--- src/rtl/mem_ctrl.sv ---
// mem_ctrl: byte-serial arbiter/sequencer for the shared external RAM/IO bus
module mem_ctrl #(
  parameter int          LINE_BYTES = 64,
  parameter logic [1:0]  IO_SEL     = 2'b11
) (
  input  logic                    clk,
  input  logic                    rst,
  input  logic                    rdy,
  input  logic                    rollback,
  input  logic [7:0]              mem_din,
  output logic [7:0]              mem_dout,
  output logic [31:0]             mem_a,
  output logic                    mem_wr,
  input  logic                    io_buffer_full,
  input  logic                    if_en,
  input  logic [31:0]             if_pc,
  output logic                    if_done,
  output logic [LINE_BYTES*8-1:0] if_data,
  input  logic                    lsb_en,
  input  logic                    lsb_wr,
  input  logic [31:0]             lsb_addr,
  input  logic [2:0]              lsb_len,
  input  logic [31:0]             lsb_w_data,
  output logic                    lsb_done,
  output logic [31:0]             lsb_r_data
);
  localparam int CW = $clog2(LINE_BYTES + 1);
  typedef enum logic [1:0] {IDLE, IFETCH, LOAD, STORE} state_t;
  state_t                  state_q, state_d;
  logic [CW-1:0]           cnt_q, cnt_d, len_q, len_d, nxt;
  logic [31:0]             mem_a_q, mem_a_d, base_q, base_d, wdata_q, wdata_d, lsb_r_data_q, lsb_r_data_d;
  logic [7:0]              mem_dout_q, mem_dout_d;
  logic                    mem_wr_q, mem_wr_d, if_done_q, if_done_d, lsb_done_q, lsb_done_d;
  logic [LINE_BYTES*8-1:0] if_data_q, if_data_d;
  logic                    io_stall;
  assign mem_dout   = mem_dout_q;
  assign mem_a      = mem_a_q;
  assign mem_wr     = mem_wr_q;
  assign if_done    = if_done_q;
  assign if_data    = if_data_q;
  assign lsb_done   = lsb_done_q;
  assign lsb_r_data = lsb_r_data_q;
  // Next-state: arbitration in IDLE, byte-per-cycle read capture, and store issue with IO back-pressure
  always_comb begin
    state_d      = state_q;
    cnt_d        = cnt_q;
    len_d        = len_q;
    base_d       = base_q;
    wdata_d      = wdata_q;
    mem_a_d      = mem_a_q;
    mem_dout_d   = mem_dout_q;
    mem_wr_d     = mem_wr_q;
    if_data_d    = if_data_q;
    lsb_r_data_d = lsb_r_data_q;
    if_done_d    = 1'b0;
    lsb_done_d   = 1'b0;
    nxt          = cnt_q + CW'(mem_wr_q);
    io_stall     = 1'b0;
    case (state_q)
      IDLE: if (!(if_done_q || lsb_done_q)) begin
        if (lsb_en && (lsb_wr || !rollback)) begin
          io_stall     = lsb_addr[17:16] == IO_SEL && io_buffer_full;
          state_d      = lsb_wr ? STORE : LOAD;
          cnt_d        = '0;
          len_d        = CW'(lsb_len);
          base_d       = lsb_addr;
          wdata_d      = lsb_w_data;
          mem_a_d      = lsb_addr;
          lsb_r_data_d = lsb_wr ? lsb_r_data_q : '0;
          mem_wr_d     = lsb_wr && !io_stall;
          mem_dout_d   = lsb_wr ? lsb_w_data[7:0] : mem_dout_q;
        end else if (if_en && !lsb_en && !rollback) begin
          state_d = IFETCH;
          cnt_d   = '0;
          len_d   = CW'(LINE_BYTES);
          base_d  = if_pc;
          mem_a_d = if_pc;
        end
      end
      IFETCH, LOAD: begin
        if (rollback) begin
          state_d = IDLE;
          mem_a_d = '0;
        end else begin
          if (state_q == IFETCH) if_data_d[{cnt_q, 3'b000} +: 8] = mem_din;
          else lsb_r_data_d[{cnt_q[1:0], 3'b000} +: 8] = mem_din;
          cnt_d = cnt_q + CW'(1);
          if (cnt_d == len_q) begin
            state_d    = IDLE;
            mem_a_d    = '0;
            if_done_d  = state_q == IFETCH;
            lsb_done_d = state_q == LOAD;
          end else begin
            mem_a_d = mem_a_q + 32'd1;
          end
        end
      end
      STORE: begin
        cnt_d = nxt;
        if (nxt == len_q) begin
          state_d    = IDLE;
          mem_wr_d   = 1'b0;
          mem_a_d    = '0;
          lsb_done_d = 1'b1;
        end else begin
          io_stall   = base_q[17:16] == IO_SEL && io_buffer_full;
          mem_a_d    = base_q + 32'(nxt);
          mem_dout_d = wdata_q[{nxt[1:0], 3'b000} +: 8];
          mem_wr_d   = !io_stall;
        end
      end
      default: state_d = IDLE;
    endcase
  end
  // State register; everything freezes while rdy is low
  always_ff @(posedge clk) begin
    if (rst) begin
      state_q      <= IDLE;
      cnt_q        <= '0;
      len_q        <= '0;
      base_q       <= '0;
      wdata_q      <= '0;
      mem_a_q      <= '0;
      mem_dout_q   <= '0;
      mem_wr_q     <= 1'b0;
      if_data_q    <= '0;
      lsb_r_data_q <= '0;
      if_done_q    <= 1'b0;
      lsb_done_q   <= 1'b0;
    end else if (rdy) begin
      state_q      <= state_d;
      cnt_q        <= cnt_d;
      len_q        <= len_d;
      base_q       <= base_d;
      wdata_q      <= wdata_d;
      mem_a_q      <= mem_a_d;
      mem_dout_q   <= mem_dout_d;
      mem_wr_q     <= mem_wr_d;
      if_data_q    <= if_data_d;
      lsb_r_data_q <= lsb_r_data_d;
      if_done_q    <= if_done_d;
      lsb_done_q   <= lsb_done_d;
    end
  end
endmodule
--- config.mk ---
export PLATFORM = sky130hd
export DESIGN_NAME = mem_ctrl
export DESIGN_NICKNAME = d
export VERILOG_FILES = /design/src/rtl/mem_ctrl.sv
export SDC_FILE = /design/constraint.sdc
export NUM_CORES = 2
export LEC_CHECK = 0
export ABC_AREA = 1
export CELL_PAD_IN_SITES_DETAIL_PLACEMENT = 2
export CELL_PAD_IN_SITES_GLOBAL_PLACEMENT = 2
export CORE_AREA = 2 2 312 314
export CTS_BUF_LIST = sky130_fd_sc_hd__clkbuf_2 sky130_fd_sc_hd__clkbuf_4 sky130_fd_sc_hd__clkbuf_8
export CTS_CLUSTER_SIZE = 30
export DETAILED_ROUTE_END_ITERATION = 7
export DIE_AREA = 0 0 314 316
export PLACE_DENSITY = 0.92
export SYNTH_ARGS = -nofsm -noshare
export SYNTH_HDL_FRONTEND = slang
export SYNTH_SLANG_ARGS = --single-unit
--- constraint.sdc ---
create_clock -name clk -period 7.4 [get_ports clk]
set_input_delay 0.74 -clock clk [delete_from_list [all_inputs] [get_ports clk]]
set_output_delay 0.74 -clock clk [all_outputs]
set_load 0.02 [all_outputs]
## Word level (Yosys, flattened, before mapping)

Index checks and enable logic that the tools add are counted.

| word-level totals | value |
|---|---|
| register bits | 667 |
| output and inout port bits | 587 |

| operators by class | value |
|---|---|
| equal/unequal tests | 17 |
| $add $sub $neg | 6 |
| bitwise operators | 2 |
| shift operators | 5 |
| reduce and logical (&&, ||, !) cells | 26 |
| multiplexer cells | 46 |

Operators with widths:

| cell | count |
|---|---|
| $bwmux 512 | 1 |
| $shift 8x12->512 const A | 1 |
| $shiftx 8x12->512 | 1 |
| $mux 32 | 11 |
| $pmux 32 s3 | 1 |
| $pmux 32 s2 | 1 |
| $mux 7 | 6 |
| $add 32x1->32 const B | 1 |
| $add 32x7->32 | 1 |
| $bwmux 32 | 1 |
| $mux 8 | 4 |
| $shift 8x7->32 const A | 1 |
| $shiftx 32x6->8 | 1 |
| $shiftx 8x7->32 | 1 |
| $pmux 7 s3 | 1 |
| $reduce_and 4->1 | 5 |
| $ne 2x2->1 const B | 8 |
| $pmux 8 s2 | 1 |
| $eq 7x7->1 | 2 |
| $mux 2 | 6 |
| $neg 10->12 | 1 |
| $mux 1 | 10 |
| $eq 2x2->1 const B | 4 |
| $add 7x1->7 | 1 |
| 17 further kinds | 31 |

## Longest topological paths before layout

| logic depth | value |
|---|---|
| depth in word-level cells | 7 |
| mapped depth | 21 |

## Least setup slack after synthesis

OpenSTA, ideal clock, no wires.

| path | value |
|---|---|
| path type | register -> register |
| start point | reg mem_wr_q (netlist: mem_wr) |
| end point | reg mem_a_q[27] (netlist: mem_a[27]) |
| setup time | 71 ps |
| buffers on the path | 1 |
| data arrival time | 2,732 ps |
| required time | 7,329 ps |
| slack | 4,597 ps |
| stages on the path, launching flop included | 20 |
| cell sequence | dfxtp_1 -> ha_1 -> ha_1 -> nand2_1 -> nor2_1 -> nand3_1 -> nand2_1 -> inv_1 -> ha_1 -> nand2_1 -> nor2_1 -> nand3_1 -> nand2_1 -> clkbuf_1 -> nand3_1 -> nand2_1 -> nand4_1 -> nand3_1 -> nand2_1 -> a21oi_1 |

| on the way | value |
|---|---|
| longest elaborated chain between the ends | 4 |
| elaborated cells between the ends (all ways) | 5 |
| classes of those cells | add/sub (2); eq/ne (1); mux (2) |

Ends and longest elaborated chain:

| element | RTL line | text |
|---|---|---|
| start, declared | 33 | `logic mem_wr_q, mem_wr_d, if_done_q, if_done_d, lsb_done_q, lsb_done_d;` |
| start signal, assigned | 138 | `mem_wr_q <= mem_wr_d;` |
| $add 7x1->7 * | 57 | `nxt = cnt_q + CW'(mem_wr_q);` |
| $add 32x7->32 / $eq 7x7->1 (equally long branches) | 107, 100 |  |
| $mux 32 * | 100 | `if (nxt == len_q) begin` |
| $pmux 32 s3 * | 59 | `case (state_q)` |
| end signal, assigned | 136 | `mem_a_q <= mem_a_d;` |
| end, declared | 31 | `logic [31:0] mem_a_q, mem_a_d, base_q, base_d, wdata_q, wdata_d, lsb_r_data_q, lsb_r_data_d;` |

Every way passes the cells marked *; elsewhere a longest branch is shown, timed or not.
A chain may end at the register's enable or synchronous reset.

## Final worst setup path

| path | value |
|---|---|
| start point | reg cnt_q[0] |
| end point | reg if_data_q[307] (netlist: if_data[307]) |

| on the way | value |
|---|---|
| longest elaborated chain between the ends | 3 |
| elaborated cells between the ends (all ways) | 4 |
| classes of those cells | add/sub (1); shift (2); mux (1) |

Ends and longest elaborated chain:

| element | RTL line | text |
|---|---|---|
| start, declared | 30 | `logic [CW-1:0] cnt_q, cnt_d, len_q, len_d, nxt;` |
| start signal, assigned | 132 | `cnt_q <= cnt_d;` |
| $neg 10->12 * | 85 | `if (state_q == IFETCH) if_data_d[{cnt_q, 3'b000} +: 8] = mem_din;` |
| $shiftx 8x12->512 / $shift 8x12->512 (equally long branches) | 85 |  |
| $bwmux 512 * | 85 |  |
| end signal, assigned | 139 | `if_data_q <= if_data_d;` |
| end, declared | 34 | `logic [LINE_BYTES*8-1:0] if_data_q, if_data_d;` |

Marks and branches as above.

==> impl_metrics.tcl <==
set metrics [dict create \
    place_congestion 0.910 \
    core-area_um2 96000 \
    nets 4939 \
    ys_async_sr_fraction_pct 0 \
    tns_ps 0 \
    worst_slew_pin_slew_ps 1430 \
    track_usage_pct 34.8 \
    start_util_pct 29.8 \
    dr.pass1.iters 5 \
    power.leakage_uw 0.0156 \
    synth_edf_count 0 \
    synth_cells 4132 \
    hpwl_um 124000 \
    outcome "completed" \
    final_util_pct 41.0 \
    synth_warnings 0 \
    port_buffers 701 \
    critPathRequiredTime_ps 8120 \
    powerDensity_nw_per_um2 219 \
    max_stage_delay_ps 1090 \
    clk-insertion-delay-late_ps 890 \
    path_common_cell "nand2_1" \
    clkTransAtPathRegs_ps 70 \
    h-tree-depth 3 \
    routedWlPerCell_um 28.9 \
    final_hold_viol_count 0 \
    dp_cells 5959 \
    cts_made_buffers 118 \
    clock.fmax_ghz 0.207 \
    crit_family "simple AND/OR/NAND/NOR gates" \
    setup_ws_ps 2560 \
    die_w_um 314 \
    rsz0062_at_grt "no" \
    cts_tree "yes" \
    post-place-ws_ps 3010 \
    area_growth_pct 37.6 \
    yosysUniqueCellTypes 47 \
    crit_chain "inv_1 > ha_1 > inv_2 > nand2_1 > and2_1 > buf_4 > inv_2 > nand3_1 > nor2_1 > nand2_1 > nor2_1 > nand2_1 > nand2_1 > nor2_1" \
    vias 33527 \
    clock_skew_ps 105 \
    cp-end-kind "flop" \
    final_layout_size_suffix_gt1_share_pct 6.41 \
    synth_ff_type "dfxtp_1" \
    die_area_um2 99200 \
    slew_headroom_pct 4.25 \
    worst-path-buf-inv 4 \
    cp_slowest_cell "nor2_1" \
    holdBufCountCts 0 \
    synth-seq-cells 664 \
    layout_commonest_cell "nor2_1" \
    final_cell_mix "nor2_1, nand2_1, clkdlybuf4s50_1, dfxtp_1, o21ai_0" \
    ys_seq_area_share_pct 46.5 \
    syn_nets 4268 \
    drtAntennaViolNets 0 \
    fp.dieH_um 316 \
    vdd_drop_max_mv 0.137 \
    numClockSinks 664 \
    grt_max_degree 202 \
    dpl_cell_area_um2 36800 \
    drt_iter0_markers 2653 \
    cts_resized 0 \
    fin_cells 6173 \
    post-route-period-util_pct 65.4 \
    fin_area_um2 39400 \
    cts_max_path_buffers 3 \
    min_period_ps 4840 \
    routed_wl_um 179000 \
    setup_viol 0 \
    grt_overflow 0 \
    start_kind "flop" \
    worstPathArrival_ps 5560 \
    io_pins 702 \
    critical_path.max_fanout 30 \
    syn_area_per_cell_um2 6.92 \
    critPathKind "reg2reg" \
    fp-row-count 114 \
    hold_class "reg2reg" \
    netlist_area_um2 28600 \
    drc 0 \
    grt_pass1_wl_um 255000 \
    via_per_inst 5.43 \
    grt_pass1_vias 36217 \
    grt_antenna_before_repair 5 \
    slew_violations 0 \
    max_cap_viol_count 0 \
    root_buffer "clkbuf_8" \
    post_cts_buffers 0 \
]
-- cells in the mapped netlist (all sizes together), types with 2 or more instances --
library cell,number,area share [%]
nand4,40,0.90
a31oi,14,0.31
nand2,717,9.4
o21ai,457,8.0
nor4,2,0.044
or3,9,0.20
clkinv,5,0.066
mux2i,18,0.63
o21bai,3,0.079
nor3,27,0.57
a211oi,34,0.89
dfxtp,664,46
a221oi,8,0.24
nand3b,25,0.66
a22oi,4,0.10
clkbuf,129,1.7
a21oi,198,3.5
or2,3,0.066
xor2,23,0.76
ha,20,0.87
a311oi,14,0.43
buf,54,0.90
a21o,9,0.24
o211ai,2,0.052
o22ai,4,0.087
inv,231,3.0
xnor2,7,0.21
and2,2,0.044
nand3,177,3.1
nor2,1228,16
-- tightest hold or removal path: cells and delay by family, from the launching register on --
kind                   cells  cell delay (ps)
buffers and inverters      1               50
AOI/OAI and AO/OA          1               60
DFF                        1              310
-- stage by stage --
stage               hold WS, ps  total power (uW)
floorplan                   476              4280
CTS                         456              8630
global route                486              8870
finish                      463              8610
global placement            447              4670
detailed placement          459              4700
-- layer usage --
layer,part of all wire [%],routed length [um],GRT usage (%)
met5,0.032,57,0
met3,7.9,14000,9.65
met2,47,84100,58.4
met1,37,66300,38.0
met4,7.9,14100,24.6
-- flip-flops by register name, summed over array words and instances (netlist names) --
signal      cells
len_q           4
mem_a          32
mem_dout        8
wdata_q        32
cnt_q           7
state_q         2
if_done         1
base_q         32
mem_wr          1
lsb_r_data     32
if_data       512
lsb_done        1
-- final timing paths --
| kind | from | end | slack (ps) | cells past startpoint |
|---|---|---|---|---|
| worst max register to register | cnt_q[0]$_SDFFE_PP0P_ | if_data[307]$_SDFFE_PP0P_ | 2560 | 14 |
| worst min-delay path | lsb_r_data[11]$_SDFFE_PP0P_ | lsb_r_data[11]$_SDFFE_PP0P_ | 460 | 2 |
| worst max-delay path | cnt_q[0]$_SDFFE_PP0P_ | if_data[307]$_SDFFE_PP0P_ | 2560 | 14 |
| worst min register to register | lsb_r_data[11]$_SDFFE_PP0P_ | lsb_r_data[11]$_SDFFE_PP0P_ | 460 | 2 |
-- area by class of cell --
cell class	instances	area, um^2
diodes	2	5.00
clock buffers	188	2330
clock inverters	24	258
fillers	11036	56600
inverters	236	893
multi-input cells	3049	13700
flip-flops and latches	664	13300
well taps	1276	1600
repair buffers	734	7270
-- cells by family after synthesis --
group	synth area share, %
compound gates	14.0
xor+xnor	0.971
fa+ha+maj	0.945
buf+inv	5.69
flops	46.5
mux	0.630
simple gates	31.3
-- where the power goes --
part / internal (uW) / switching, uW
clock: 2110 / 1830
combinational: 290 / 624
sequential: 3650 / 106
total: 6050 / 2560
Note: power is estimated with default switching activity, not from simulation.
